## src/rtl/mandel_pkg.sv

```systemverilog
// mandel_pkg: shared widths, Q4.12 coordinate type and generator states
package mandel_pkg;
  localparam int CW = 16;
  localparam int FRAC = 12;
  localparam int NW = 8;
  localparam logic signed [CW-1:0] ONE_Q = 16'sh1000;
  typedef logic signed [CW-1:0] coord_t;
  typedef enum logic [1:0] {IDLE, RUN, DONE} gen_state_t;
endpackage

```

## src/rtl/mandel_axis_step.sv

```systemverilog
// mandel_axis_step: raster axis counter with a wrapping coordinate accumulator reloaded from its latched base
module mandel_axis_step #(
  parameter int N = 4,
  parameter int W = 16,
  localparam int AW = $clog2(N)
) (
  input  logic                clk,
  input  logic                rst,
  input  logic                load,
  input  logic                step,
  input  logic signed [W-1:0] base,
  input  logic signed [W-1:0] delta,
  output logic [AW-1:0]       cnt,
  output logic signed [W-1:0] acc,
  output logic                wrap
);
  logic signed [W-1:0] base_q, delta_q;
  logic at_max;
  assign at_max = cnt == AW'(N - 1);
  assign wrap = step & at_max;
  always_ff @(posedge clk) begin
    if (rst) begin
      cnt <= '0;
      acc <= '0;
      base_q <= '0;
      delta_q <= '0;
    end else if (load) begin
      cnt <= '0;
      acc <= base;
      base_q <= base;
      delta_q <= delta;
    end else if (step) begin
      cnt <= at_max ? '0 : cnt + 1'b1;
      acc <= at_max ? base_q : acc + delta_q;
    end
  end
endmodule

```

## src/rtl/mandel_coord_gen.sv

```systemverilog
// mandel_coord_gen: raster-scan seed generator feeding the mandelbrot iteration pipeline.
// Define MANDEL_COORD_ABORT_EN to add the i_abort frame-abort input.
module mandel_coord_gen
  import mandel_pkg::*;
#(
  parameter int H_RES = 640,
  parameter int V_RES = 480,
  parameter int CW = mandel_pkg::CW,
  parameter int NW = mandel_pkg::NW,
  localparam int XW = $clog2(H_RES),
  localparam int YW = $clog2(V_RES)
) (
  input  logic                 i_clk,
  input  logic                 i_rst,
  input  logic                 i_start,
`ifdef MANDEL_COORD_ABORT_EN
  input  logic                 i_abort,
`endif
  input  logic signed [CW-1:0] i_cx0,
  input  logic signed [CW-1:0] i_cy0,
  input  logic signed [CW-1:0] i_dcx,
  input  logic signed [CW-1:0] i_dcy,
  input  logic                 i_ready,
  output logic                 o_valid,
  output logic signed [CW-1:0] o_x,
  output logic signed [CW-1:0] o_y,
  output logic signed [CW-1:0] o_cx,
  output logic signed [CW-1:0] o_cy,
  output logic [NW-1:0]        o_cnt,
  output logic [XW-1:0]        o_col,
  output logic [YW-1:0]        o_row,
  output logic                 o_sof,
  output logic                 o_eol,
  output logic                 o_busy,
  output logic                 o_done
);
  gen_state_t state;
  logic xfer, abort, load, step, col_wrap, last;
  assign o_x = '0;
  assign o_y = '0;
  assign o_cnt = '0;
  assign xfer = o_valid & i_ready;
`ifdef MANDEL_COORD_ABORT_EN
  assign abort = i_abort & (state != IDLE);
`else
  assign abort = 1'b0;
`endif
  assign load = (state == IDLE) & i_start;
  assign step = xfer & ~abort;
  mandel_axis_step #(.N(H_RES), .W(CW)) u_col (
    .clk(i_clk), .rst(i_rst), .load(load), .step(step),
    .base(i_cx0), .delta(i_dcx), .cnt(o_col), .acc(o_cx), .wrap(col_wrap)
  );
  // a column wrap advances the row; a row wrap marks the last pixel of the frame
  mandel_axis_step #(.N(V_RES), .W(CW)) u_row (
    .clk(i_clk), .rst(i_rst), .load(load), .step(col_wrap),
    .base(i_cy0), .delta(i_dcy), .cnt(o_row), .acc(o_cy), .wrap(last)
  );
  always_ff @(posedge i_clk) begin
    if (i_rst || abort) begin
      state <= IDLE;
      o_valid <= 1'b0;
      o_busy <= 1'b0;
      o_done <= 1'b0;
      o_sof <= 1'b0;
      o_eol <= 1'b0;
    end else begin
      o_done <= 1'b0;
      case (state)
        IDLE: if (i_start) begin
          state <= RUN;
          o_valid <= 1'b1;
          o_busy <= 1'b1;
          o_sof <= 1'b1;
          o_eol <= 1'b0;
        end
        RUN: if (xfer) begin
          o_sof <= 1'b0;
          o_eol <= o_col == XW'(H_RES - 2);
          if (last) begin
            state <= DONE;
            o_valid <= 1'b0;
            o_done <= 1'b1;
          end
        end
        DONE: begin
          state <= IDLE;
          o_busy <= 1'b0;
        end
        default: state <= IDLE;
      endcase
    end
  end
endmodule

```

## config.mk

```make
export PLATFORM = sky130hd
export DESIGN_NAME = mandel_coord_gen
export DESIGN_NICKNAME = d
export VERILOG_FILES = /design/src/rtl/mandel_pkg.sv /design/src/rtl/mandel_axis_step.sv /design/src/rtl/mandel_coord_gen.sv
export SDC_FILE = /design/constraint.sdc
export NUM_CORES = 1
export LEC_CHECK = 0
export ABC_AREA = 1
export CAP_MARGIN = 25
export CORE_ASPECT_RATIO = 1.5
export CORE_UTILIZATION = 51
export DETAILED_ROUTE_END_ITERATION = 8
export PLACE_DENSITY = 0.8
export SLEW_MARGIN = 25
export SYNTH_ARGS = -nofsm -noshare
export SYNTH_HDL_FRONTEND = slang
export SYNTH_SLANG_ARGS = --single-unit
```

## constraint.sdc

```tcl
create_clock -name i_clk -period 2.05 [get_ports i_clk]
set_input_delay 0.41 -clock i_clk [delete_from_list [all_inputs] [get_ports i_clk]]
set_output_delay 0.41 -clock i_clk [all_outputs]
set_load 0.01 [all_outputs]
```

==> flow_summary.yaml <==
placed_design:
  dp_hpwl_um: 14000
  io_buffer_count: 123
  place_congestion: 0.930
power:
  p_sw_mw: 2.15
  leakagePower_nw: 4.47
  seq_power_share: 0.369
  switching_share: 0.295
  power_density_nw_per_um2: 799
  p_int_mw: 5.13
  p_clk_frac: 0.429
  combPwrFrac: 0.203
  ir_drop_uv: 512
clock_network:
  ctsRootBufferMaster: "clkbuf_16"
  cts.htree.levels: 4
  clk_pin_slew_worst_paths_ps: 60
  worstSkewPairLatency_ps: 420
  clock_path_buffers: 2
  ctsHoldBuffers: 0
  post_cts_buffers: 0
  cts_tree: "done"
  cts_resized: 0
  cts_buffers: 17
  clock_sinks: 122
yosys:
  async_flop_share: 0
  yosys_warnings: 0
  synth-seq-cells: 122
  synth_area_um2: 7140
  ys_seq_area_frac: 0.342
  ys_types: 39
  synth_edf_count: 0
  syn_inst: 1075
  synth.avg_cell_area_um2: 6.64
  synthFlopType: "dfxtp_1"
die:
  die_x_um: 98.6
  die_h_um: 147
  die-area_um2: 14500
  core-area_um2: 13600
  io_pins: 164
  num_rows: 52
  initial_utilization: 0.525
timing:
  finalClockSkew_ps: 11.2
  hold_viol: 0
  rsz0062_at_grt: "no"
  drv_slew: 0
  min_period_over_period: 0.942
  setup_viol: 0
  setup_tns_ps: 0
  max_freq_ghz: 0.518
  period_minus_slack_ps: 1930
worst_setup_path:
  cp_data_required_time_ps: 2360
  worstPathMaxFanout: 3
  start_kind: "register"
  crit_arrival_ps: 2240
  worstSetupPathType: "reg2reg"
  crit_path_end_kind: "register"
global_routing:
  track_usage: 0.271
  grt_remaining_overflow: 0
  grt_pass1_wl_um: 31400
  grt_max_degree: 62
  grt_pass1_vias: 6929
  antenna_found_initial: 0
layout:
  fillCellCount: 1190
  multiInputGateArea_um2: 3880
  nets: 1303
  fin_util: 0.670
  num_antenna_cells: 0
  area_delta_synth_final_pct: 27.5
  seqCellArea_um2: 2440
  drive_above_1_share: 0.0767
route:
  dr.pass1.iters: 5
  totalWireLength_um: 19200
  m1WireLength_um: 7280
  vias: 7178
  wl_met2_um: 10400
  drtIter0Drc: 384
  viasPerCell: 5.22
  met3_length_um: 767
  route.detailed.drc: 0
  ant_nets: 0
  top_layer: "met4"
  wl_per_cell_um: 14.0
flow_run:
  maxCapViolCount: 0
worst_hold_path:
  hold_path.class: "reg2reg"
run_status:
  status: "complete, no violations"
power groups by stage:
stage	combinational (mW)	clock [mW]	sequential, mW
finish	1.48	3.12	2.68
global route	1.65	3.26	2.71
CTS	1.48	3.14	2.68
detailed placement	1.46	0	2.73
global placement	1.43	0	2.73
floorplan	0.925	0	2.73
sequential cells by signal, indices dropped and copies added (netlist names):
| name | flops |
|---|---|
| o_valid | 1 |
| o_busy | 1 |
| u_col.base_q | 16 |
| u_row.acc | 16 |
| o_done | 1 |
| u_row.delta_q | 16 |
| o_sof | 1 |
| u_row.base_q | 16 |
| o_eol | 1 |
| u_col.acc | 16 |
| state | 2 |
| u_col.delta_q | 16 |
| u_col.cnt | 10 |
| u_row.cnt | 9 |
per-layer routing:
layer  GRT usage  vias up
met5           0        -
met4       0.150        0
met3      0.0419       61
met2       0.516      244
met1       0.280     3256
li1            -     3617
final cells by class:
| cell class | count | share of cell area |
|---|---|---|
| Multi-Input combinational cell | 777 | 0.426 |
| Sequential cell | 122 | 0.268 |
| Tap cell | 162 | 0.0223 |
| Timing Repair Buffer | 146 | 0.160 |
| Clock inverter | 15 | 0.0203 |
| Inverter | 136 | 0.0566 |
| Clock buffer | 17 | 0.0467 |
critical path: stages, from the launching register on:
cell	delay, ps
dfxtp_1	340
ha_2	220
fa_1	380
nand2_1	110
nand2_1	80
and2_1	190
nand3_1	110
nand3_1	80
nand2_1	60
nand3_1	100
nand2_1	90
a21oi_1	60
layout by cell type (no fill, tap or decap), types with 3 or more instances in the layout:
master	instances
nand2_1	335
inv_1	127
clkdlybuf4s50_1	123
dfxtp_1	122
nand3_1	95
o21ai_0	71
a21oi_1	55
nor2_1	44
conb_1	40
ha_1	32
buf_4	19
nor3_1	17
clkbuf_16	17
o211ai_1	12
a21oi_2	10
o22ai_1	8
inv_2	7
xnor2_1	7
xor2_1	7
a31oi_1	7
inv_6	6
nand2_2	5
or2_2	5
buf_12	4
nor2_4	3
nand3b_1	3
nand4_1	3
o21bai_1	3
bufinv_16	3
per-stage QoR:
step	hold slack [ps]	cells	setup slack (ps)	power (mW)	cell area, µm²
6_report	450	1375	118	7.28	9110
5_1_grt	459	1375	11.2	7.61	9110
4_1_cts	451	1375	57.9	7.30	9100
3_5_place_dp	435	1343	13.3	4.19	8490
3_3_place_gp	431	1343	88.2	4.16	8490
2_1_floorplan	421	1114	318	3.66	7290
final timing paths:
path | to | slack [ps] | cells after the start | start
worst max-delay path | u_row.acc[12] | 120 | 11 | u_row.acc[0]
worst min-delay path | u_col.delta_q[11] | 450 | 2 | u_col.delta_q[11]
worst max register to register | u_row.acc[12] | 120 | 11 | u_row.acc[0]
worst min register to register | u_col.delta_q[11] | 450 | 2 | u_col.delta_q[11]
logic make-up after synthesis:
kind of cell,share of synthesized area
other,0.000525
AO/OA/AOI/OAI,0.133
adder cells (fa/ha/maj),0.0634
flip-flops,0.342
buffers and inverters,0.138
XOR/XNOR,0.0172
AND/OR/NAND/NOR,0.306
synth_stat cells (10+ instances only):
cell        n  area share
a21oi_1    55       0.039
a21oi_2    10       0.012
buf_4      40       0.042
clkbuf_1   30       0.016
dfxtp_1   122        0.34
ha_1       33       0.058
inv_1     127       0.067
nand2_1   337        0.18
nand3_1    95       0.067
nor2_1     45       0.024
nor3_1     17       0.012
o211ai_1   12       0.013
o21ai_0    71       0.050
Note: power is estimated with default switching activity, not from simulation.
